File: src/rtl/tx_unit.sv
// Order-driven RAM-to-stream transmitter: queues up to MAX_ORDERS requests and
// streams ORDER_IMGS samples per order from a wrapping RAM read pointer.
module tx_unit #(
  parameter int FIFO_DATA  = 25,
  parameter int ORDER_IMGS = 50,
  parameter int MAX_ORDERS = 5,
  parameter int RAM_DEPTH  = 100
) (
  input  logic                 clk,
  input  logic                 rst,
  input  logic                 tx_en,
  input  logic                 on,
  input  logic                 off,
  input  logic                 order_req,
  input  logic [FIFO_DATA-1:0] ram_data,
  input  logic                 ready,
  output logic                 ram_rd,
  output logic [6:0]           ramadd,
  output logic [FIFO_DATA-1:0] data_out,
  output logic                 valid,
  output logic                 order_done,
  output logic                 order_full,
  output logic                 no_order,
  output logic                 sending
);

  localparam int CNT_W = $clog2(ORDER_IMGS + 1);

  typedef enum logic [2:0] {IDLE, FETCH, LOAD, SEND, DONE} state_e;

  state_e               state_q, state_d;
  logic [2:0]           order_count_q, order_count_d;
  logic [CNT_W-1:0]     sent_cnt_q, sent_cnt_d;
  logic [6:0]           rd_ptr_q, rd_ptr_d;
  logic [FIFO_DATA-1:0] data_q, data_d;
  logic                 valid_q, valid_d;
  logic                 go;
  logic                 req_ok;

  assign go = tx_en && on && !off;

  // A request at a full queue is still taken when a slot frees on the same edge.
  assign req_ok = order_req && ((order_count_q < 3'(MAX_ORDERS)) || order_done);

  always_comb begin
    order_count_d = order_count_q;
    case ({req_ok, order_done})
      2'b10:   order_count_d = order_count_q + 3'd1;
      2'b01:   order_count_d = order_count_q - 3'd1;
      default: order_count_d = order_count_q;
    endcase
  end

  always_comb begin
    // NOTE: every output of this block gets a default first so no path infers a latch.
    state_d    = state_q;
    sent_cnt_d = sent_cnt_q;
    rd_ptr_d   = rd_ptr_q;
    data_d     = data_q;
    valid_d    = valid_q;
    ram_rd     = 1'b0;
    case (state_q)
      IDLE: begin
        if ((order_count_q != 3'd0) && go) state_d = FETCH;
      end
      FETCH: begin
        if (go) begin
          ram_rd  = 1'b1;
          state_d = LOAD;
        end
      end
      LOAD: begin
        data_d   = ram_data;
        valid_d  = 1'b1;
        rd_ptr_d = (rd_ptr_q == 7'(RAM_DEPTH - 1)) ? 7'd0 : rd_ptr_q + 7'd1;
        state_d  = SEND;
      end
      SEND: begin
        if (ready) begin
          valid_d    = 1'b0;
          sent_cnt_d = sent_cnt_q + 1'b1;
          state_d    = (sent_cnt_q == CNT_W'(ORDER_IMGS - 1)) ? DONE : FETCH;
        end
      end
      DONE: begin
        sent_cnt_d = '0;
        state_d    = IDLE;
      end
      default: state_d = IDLE;
    endcase
  end

  // NOTE: sequential state uses non-blocking assignments so all registers update together.
  always_ff @(posedge clk) begin
    if (rst) begin
      state_q       <= IDLE;
      order_count_q <= '0;
      sent_cnt_q    <= '0;
      rd_ptr_q      <= '0;
      data_q        <= '0;
      valid_q       <= 1'b0;
    end else begin
      state_q       <= state_d;
      order_count_q <= order_count_d;
      sent_cnt_q    <= sent_cnt_d;
      rd_ptr_q      <= rd_ptr_d;
      data_q        <= data_d;
      valid_q       <= valid_d;
    end
  end

  assign ramadd     = rd_ptr_q;
  assign data_out   = data_q;
  assign valid      = valid_q;
  assign order_done = (state_q == DONE);
  assign order_full = (order_count_q == 3'(MAX_ORDERS));
  assign no_order   = (order_count_q == 3'd0);
  assign sending    = (state_q != IDLE);

endmodule

File: config.mk
export PLATFORM = sky130hd
export DESIGN_NAME = tx_unit
export DESIGN_NICKNAME = d
export VERILOG_FILES = /design/src/rtl/tx_unit.sv
export SDC_FILE = /design/constraint.sdc
export NUM_CORES = 1
export LEC_CHECK = 0
export CAP_MARGIN = 25
export CORE_MARGIN = 4
export CORE_UTILIZATION = 50
export DETAILED_ROUTE_END_ITERATION = 10
export DONT_BUFFER_PORTS = 1
export PLACE_DENSITY = 0.65
export SYNTH_ARGS = -nofsm -noshare
export SYNTH_HDL_FRONTEND = slang
export SYNTH_SLANG_ARGS = --single-unit
File: constraint.sdc
create_clock -name clk -period 2.15 [get_ports clk]
set_input_delay 0.645 -clock clk [delete_from_list [all_inputs] [get_ports clk]]
set_output_delay 0.645 -clock clk [all_outputs]
set_load 0.05 [all_outputs]
==> summary.txt, run 1 <==
Detailed routing
  • Via count of the routed design: 1,668
  • Number of remaining DRC errors: 0
  • Final ANT Viol Nets: 0
  • Detailed-route wire length per cell: 15.4 um
  • Average vias per placed instance: 5.77
  • Number of detailed-route iterations in the first pass: 4
  • Number of violations reported at the end of detailed-routing iteration 0: 127
  • Drt total wl: 4.44 mm

Global route
  • Global route total overflow: 0
  • Pin count of the biggest net entering global routing: 37
  • Most Used Layer, Global Route: met2
  • Number of antenna violations at the first check in global routing: 0
  • Met3 usage: 7.77%
  • Global routing met1 resource utilization: 21.4%
  • Wire length of the first global-routing pass: 7.49 mm
  • Met2 routing resource usage after global routing: 30.8%
  • Vias in the first global route: 1,685
  • Aggregate global-route resource usage: 18.4%

Synthesis
  • Post-synth ARST share: 0%
  • Share of the synthesized area in compound gates (AO/OA/AOI/OAI): 17.8%
  • Mean instance size in the synthesized netlist: 8.23 um2
  • Synth top area cells: sky130_fd_sc_hd__dfxtp_1, sky130_fd_sc_hd__nand2_1, sky130_fd_sc_hd__a21oi_1
  • Number of warnings reported in the yosys synthesis log: 0
  • Post-synth EDFFs: 0
  • Parity-gate share of the synthesized area counting xor and xnor cells: 0.898%
  • Dominant cell type by area after synthesis: sky130_fd_sc_hd__dfxtp_1
  • Adder and majority cell fraction of the synthesized area: 2.95%
  • Syn Nets: 273
  • Area share of the largest cell type after synthesis: 46.2%
  • Post-synthesis sequential element count: 45
  • Seq/Total Area, Yosys: 46.2%
  • Synth Cell Area: 1950 um2
  • Synthesized instance count: 237
  • Netlist cell types: 43
  • Main combinational cell family by area after synthesis: simple AND/OR/NAND/NOR gates
  • Most instantiated cells after synthesis: sky130_fd_sc_hd__nand2_1, sky130_fd_sc_hd__dfxtp_1, sky130_fd_sc_hd__a21oi_1
  • Dominant synthesized flop cell: sky130_fd_sc_hd__dfxtp_1
  • Most frequent cell after synthesis: sky130_fd_sc_hd__nand2_1
  • Basic-gate share of the synthesized area counting and, or, nand and nor cells: 25.2%
  • Multiplexer area fraction after synthesis: 1.15%

Critical path
  • Worst EP arrival: 1.41 ns
  • Worst-path fanout max: 6
  • Crit path max-delay cell type: sky130_fd_sc_hd__or3_1
  • Kind of cell adding the most delay to the critical path: simple AND/OR/NAND/NOR gates
  • Data required time at the worst endpoint: 1.50 ns
  • Worst-path cell chain: or3_1 -> inv_1
  • Endpoint kind of the worst setup timing path: primary output
  • Peak per-stage delay on the critical path: 0.41 ns
  • Critical path buffer and inverter count: 1
  • CP startpoint kind: flop
  • Crit path kind: reg -> out

CTS
  • Total of hold buffers inserted after clock tree synthesis: 0
  • Clock-pin slew on the worst setup and hold paths: 0.08 ns
  • Maximum buffer depth of the clock tree: 2
  • Depth of the CTS H-tree: 2
  • Clk_lat worst skew: 0.30 ns
  • CTS tree: done
  • Sinks on the clock net: 45
  • Number of clock buffers inserted by TritonCTS: 5
  • Library cell used as clock root buffer: sky130_fd_sc_hd__clkbuf_8

Layout
  • Footprint of the flip-flops and latches: 901 um2
  • Area taken by multi-input logic gates: 963 um2
  • Utilization after layout: 58.5%
  • Area added between synthesis and finish: 11.5%
  • Fillcell total: 337
  • Proportion of layout cells with a drive suffix above 1: 11.2%
  • Final #Nets: 276
  • Antenna diode count: 0
  • Area of all placed cells without fillers: 2170 um2

Die
  • Row cnt: 22
  • Boundary Pins: 70
  • Area of the die: 4960 um2
  • Die Width: 70.5 um
  • Core Area: 3720 um2
  • Die height: 70.5 um
  • Starting Density: 52.5%

Timing
  • Post-route clock skew: 0.00598 ns
  • Final critical-path required period: 2.05 ns
  • RSZ-0062 raised after global routing: false
  • Number of pins exceeding their max-slew limit in the final report: 0
  • Maximum clock rate: 0.487 GHz
  • Count of endpoints failing hold in the final timing report: 0
  • Post-Route Setup TNS: 0 ns
  • Actual slew at the worst max-slew pin: 0.590 ns
  • Fin crit share: 95.6%
  • Slew margin rel.: 60.6%
  • Setup-failing EPs final: 0

Power
  • Power density relative to cell area: 715 nW/um2
  • Peak supply drop: 0.458 mV
  • Pleak: 0.733 nW

Placement
  • Placer congestion estimate: 0.773
  • Detailed Place HPWL: 3.20 mm
  • Number of buffer cells added on primary ports: 0
  • Placed cell areas: 2060 um2

Job
  • Max-capacitance violation count: 0

Status
  • Status: completed

Hold path
  • Hold Path Class: in -> reg
==> final timing paths <==
kind               startpoint          endpoint  slack [ns]  cells past startpoint
max          order_count_q[0]          no_order         0.1                      2
min                       rst      data_out[14]        0.42                      1
max reg2reg        state_q[1]  order_count_q[1]        0.18                      6
min reg2reg     sent_cnt_q[5]        state_q[2]        0.49                      2
==> layer usage <==
metal | routed length (um) | vias to the layer above
met5 | 0 | -
met4 | 46 | 0
met3 | 363 | 7
met2 | 2190 | 49
met1 | 1830 | 787
li1 | - | 825
==> where the power goes <==
part / leakage [nW] / switching [mW] / internal, mW
Clock: 0.0554 / 0.280 / 0.349
Combinational: 0.314 / 0.0395 / 0.0225
Sequential: 0.363 / 0.0230 / 0.841
Total: 0.733 / 0.342 / 1.21
==> repair_timing <==
action | 4_1_cts | 5_1_grt
endpoints found under the setup margin | 1 | 1
setup buffers | 0 | 0
gates resized for setup | 1 | 1
==> worst register-to-register path, stage by stage (launching register included) <==
cell and delay [ns]:
sky130_fd_sc_hd__dfxtp_1 0.43, sky130_fd_sc_hd__nor4b_4 0.33, sky130_fd_sc_hd__inv_1 0.08, sky130_fd_sc_hd__fa_1 0.45, sky130_fd_sc_hd__nor2b_1 0.14, sky130_fd_sc_hd__mux2_2 0.25, sky130_fd_sc_hd__a211oi_1 0.21
==> state kept, by name, summed over array words and instances (netlist names) <==
register / count
data_out: 25
ramadd: 7
sent_cnt_q: 6
order_count_q: 3
state_q: 3
valid: 1
==> cell usage in the layout, fill, tap and decap left out, types with 2 or more instances in the layout <==
cell	Yosys	final
sky130_fd_sc_hd__nand2_1	57	57
sky130_fd_sc_hd__o21ai_0	7	7
sky130_fd_sc_hd__a211oi_1	3	3
sky130_fd_sc_hd__buf_4	1	10
sky130_fd_sc_hd__nand3_1	6	6
sky130_fd_sc_hd__inv_1	10	10
sky130_fd_sc_hd__nor2_1	5	5
sky130_fd_sc_hd__a2111oi_0	2	2
sky130_fd_sc_hd__mux2_2	2	2
sky130_fd_sc_hd__and3_1	2	2
sky130_fd_sc_hd__nor2b_1	3	3
sky130_fd_sc_hd__nand4_1	2	2
sky130_fd_sc_hd__dfxtp_1	45	45
sky130_fd_sc_hd__ha_1	3	3
sky130_fd_sc_hd__a21oi_1	36	36
sky130_fd_sc_hd__clkbuf_8	0	5
sky130_fd_sc_hd__nor4b_1	3	3
sky130_fd_sc_hd__o31ai_1	4	4
sky130_fd_sc_hd__or4_1	4	4
sky130_fd_sc_hd__or3_1	6	6
==> logic make-up (layout without fill, tap and decap cells) <==
family          count (synthesis)  in the layout
compound gates                 59             59
xor+xnor                        2              2
fa+ha+maj                       4              4
buf+inv                        26             30
flops                          45             45
mux                             2              2
simple gates                   99             99
==> through the flow <==
stage                     hold WS, ns  std cells  power, mW  setup WS [ns]
after floorplan                 0.443        237      0.944         0.0417
after global placement          0.472        281      0.942          0.121
after detailed placement        0.478        281      0.946         0.0488
after CTS                       0.394        289       1.58        0.00324
after global routing            0.386        289       1.62         0.0244
final                           0.416        289       1.55         0.0955
==> layout make-up <==
class	instances	share of cell area [%]
multi-input combinational	166	44.3
sequential	45	41.4
timing repair buffer	11	4.37
clock buffer	6	3.34
tap	48	2.76
inverter	11	2.01
clock inverter	2	1.78
Note: power is estimated with default switching activity, not from simulation.
==> inputs of run 2 (changes only) <==
CORE_MARGIN = default   (was 4)
SLEW_MARGIN = 15   (was default)
==> summary.txt, run 2 (synthesized netlist as in run 1, its figures left out) <==
Die
  • Area of the die: 4160 um2 (-16%)
  • Die height: 64.5 um (-8.5%)
  • Row cnt: 22 (unchanged)
  • Starting Density: 52.9% (+0.39 points)
  • Boundary Pins: 70 (unchanged)
  • Die Width: 64.5 um (-8.5%)
  • Core Area: 3690 um2 (-0.74%)

Detailed routing
  • Number of violations reported at the end of detailed-routing iteration 0: 138 (+8.7%)
  • Drt total wl: 4.15 mm (-6.4%)
  • Number of detailed-route iterations in the first pass: 4 (unchanged)
  • Number of remaining DRC errors: 0 (unchanged)
  • Final ANT Viol Nets: 0 (unchanged)
  • Via count of the routed design: 1,653 (-0.90%)
  • Detailed-route wire length per cell: 14.3 um (-6.7%)
  • Average vias per placed instance: 5.70 (-1.2%)

Layout
  • Final standard cell count with taps included and fillers excluded: 290 (+0.35%)
  • Number of flip-flops under the largest register name: 25 (unchanged)
  • Area added between synthesis and finish: 11.9%
  • Footprint of the flip-flops and latches: 902 um2 (+0.14%)
  • Area taken by multi-input logic gates: 963 um2 (unchanged)
  • Final #Nets: 278 (+0.72%)
  • Commonest non-fill, non-tap cells in the layout: sky130_fd_sc_hd__nand2_1, sky130_fd_sc_hd__dfxtp_1, sky130_fd_sc_hd__a21oi_1, sky130_fd_sc_hd__buf_4, sky130_fd_sc_hd__inv_1
  • Proportion of layout cells with a drive suffix above 1: 12.4% (+1.2 points)
  • Antenna diode count: 0 (unchanged)
  • Leading cell type in the layout, fill and taps excluded: sky130_fd_sc_hd__nand2_1
  • Utilization after layout: 59.2% (+0.67 points)
  • Fillcell total: 338 (+0.30%)

CTS
  • Maximum buffer depth of the clock tree: 2 (unchanged)
  • Clk_lat worst skew: 0.29 ns (about the same)
  • Number of clock buffers inserted by TritonCTS: 5 (unchanged)
  • Buffers inserted by post-CTS timing repair: 0 (unchanged)
  • Clock-pin slew on the worst setup and hold paths: 0.08 ns (about the same)
  • Total of hold buffers inserted after clock tree synthesis: 0 (unchanged)
  • Library cell used as clock root buffer: sky130_fd_sc_hd__clkbuf_8
  • Sinks on the clock net: 45 (unchanged)
  • CTS tree: done
  • Depth of the CTS H-tree: 2 (unchanged)

Global route
  • Pin count of the biggest net entering global routing: 37 (unchanged)
  • Vias in the first global route: 1,526 (-9.4%)
  • Aggregate global-route resource usage: 20.8% (+2.3 points)
  • Wire length of the first global-routing pass: 6.77 mm (-9.7%)
  • Global route total overflow: 0 (unchanged)
  • Number of antenna violations at the first check in global routing: 0 (unchanged)

Critical path
  • Crit path kind: reg -> out
  • Worst EP arrival: 1.41 ns (about the same)
  • CP startpoint kind: flop
  • Worst-path fanout max: 6 (unchanged)
  • Data required time at the worst endpoint: 1.50 ns (about the same)
  • Endpoint kind of the worst setup timing path: primary output

Placement
  • Cell total after placement: 283 (+0.71%)
  • Placer congestion estimate: 0.807 (+4.4%)
  • Detailed Place HPWL: 2.99 mm (-6.4%)
  • Worst setup slack after placement: 0.00101 ns (-0.0478 ns)
  • Number of buffer cells added on primary ports: 0 (unchanged)

Timing
  • Fin crit share: 95.5% (about the same)
  • Setup-failing EPs final: 0 (unchanged)
  • Maximum clock rate: 0.487 GHz (+0.10%)
  • Slew margin rel.: 60.6% (about the same)
  • Actual slew at the worst max-slew pin: 0.591 ns (+0.000372 ns)
  • Final Worst Setup Slack: 0.0976 ns (+0.00205 ns)
  • Number of pins exceeding their max-slew limit in the final report: 0 (unchanged)
  • RSZ-0062 raised after global routing: false
  • Count of endpoints failing hold in the final timing report: 0 (unchanged)
  • Final critical-path required period: 2.05 ns (-0.00205 ns)
  • Post-route clock skew: 0.00660 ns (+0.000625 ns)
  • Post-Route Setup TNS: 0 ns (unchanged)

Hold path
  • Hold Path Class: in -> reg

Power
  • Peak supply drop: 0.519 mV (+14%)
  • Power density relative to cell area: 697 nW/um2 (-2.4%)
  • Total power: 1.52 mW (-2.0%)
  • Pleak: 0.741 nW (+1.2%)

Job
  • Max-capacitance violation count: 0 (unchanged)

Status
  • Status: completed
[run 2: path summary, 6_finish.rpt]
check | depth (start not counted) | to | start | slack, ns
setup / recovery | 2 | no_order | order_count_q[0] | 0.1
hold / removal | 1 | data_out[18] | rst | 0.42
setup reg to reg | 6 | order_count_q[1] | state_q[0] | 0.19
hold reg to reg | 2 | state_q[2] | sent_cnt_q[5] | 0.48
[run 2: what timing repair did]
action	in CTS	in global routing
gates resized for setup	1	2
pin swaps	0	0
endpoints found under the setup margin	1	1
[run 2: power breakdown]
part / internal, mW / switching (mW)
sequential: 0.841 / 0.0227
combinational: 0.0230 / 0.0399
clock: 0.338 / 0.259
[run 2: per-layer routing]
layer	part of all wire, %	up-vias	GRT usage, %
met3	8.4	2	7.92
met2	48	58	32.9
met4	0.41	0	6.39
met5	0	-	0
met1	43	769	26.1
li1	-	824	-
[run 2: layout make-up]
class / count / share of cell area [%]
Clock buffer: 5 / 3.15
Clock inverter: 2 / 1.60
Inverter: 11 / 2.01
Multi-Input combinational cell: 166 / 44.1
Sequential cell: 45 / 41.3
Tap cell: 48 / 2.75
Timing Repair Buffer: 13 / 5.04
[run 2: critical path, stage by stage (launching register included)]
cell	delay [ns]
sky130_fd_sc_hd__dfxtp_1	0.37
sky130_fd_sc_hd__or3_1	0.41
sky130_fd_sc_hd__inv_1	0.34
[run 2: metrics by stage]
stage                     instance area, um2  hold WS, ns
after global placement                  2070        0.473
after global routing                    2180        0.400
after floorplan                         1970        0.443
final                                   2180        0.423
after detailed placement                2070        0.473
after CTS                               2180        0.412
==> inputs of run 3 (changes only) <==
ABC_AREA = 0   (was default)
HOLD_SLACK_MARGIN = 0.05   (was default)
==> results of run 3 <==
Final layout, timing and power as in run 2 (identical DEF).
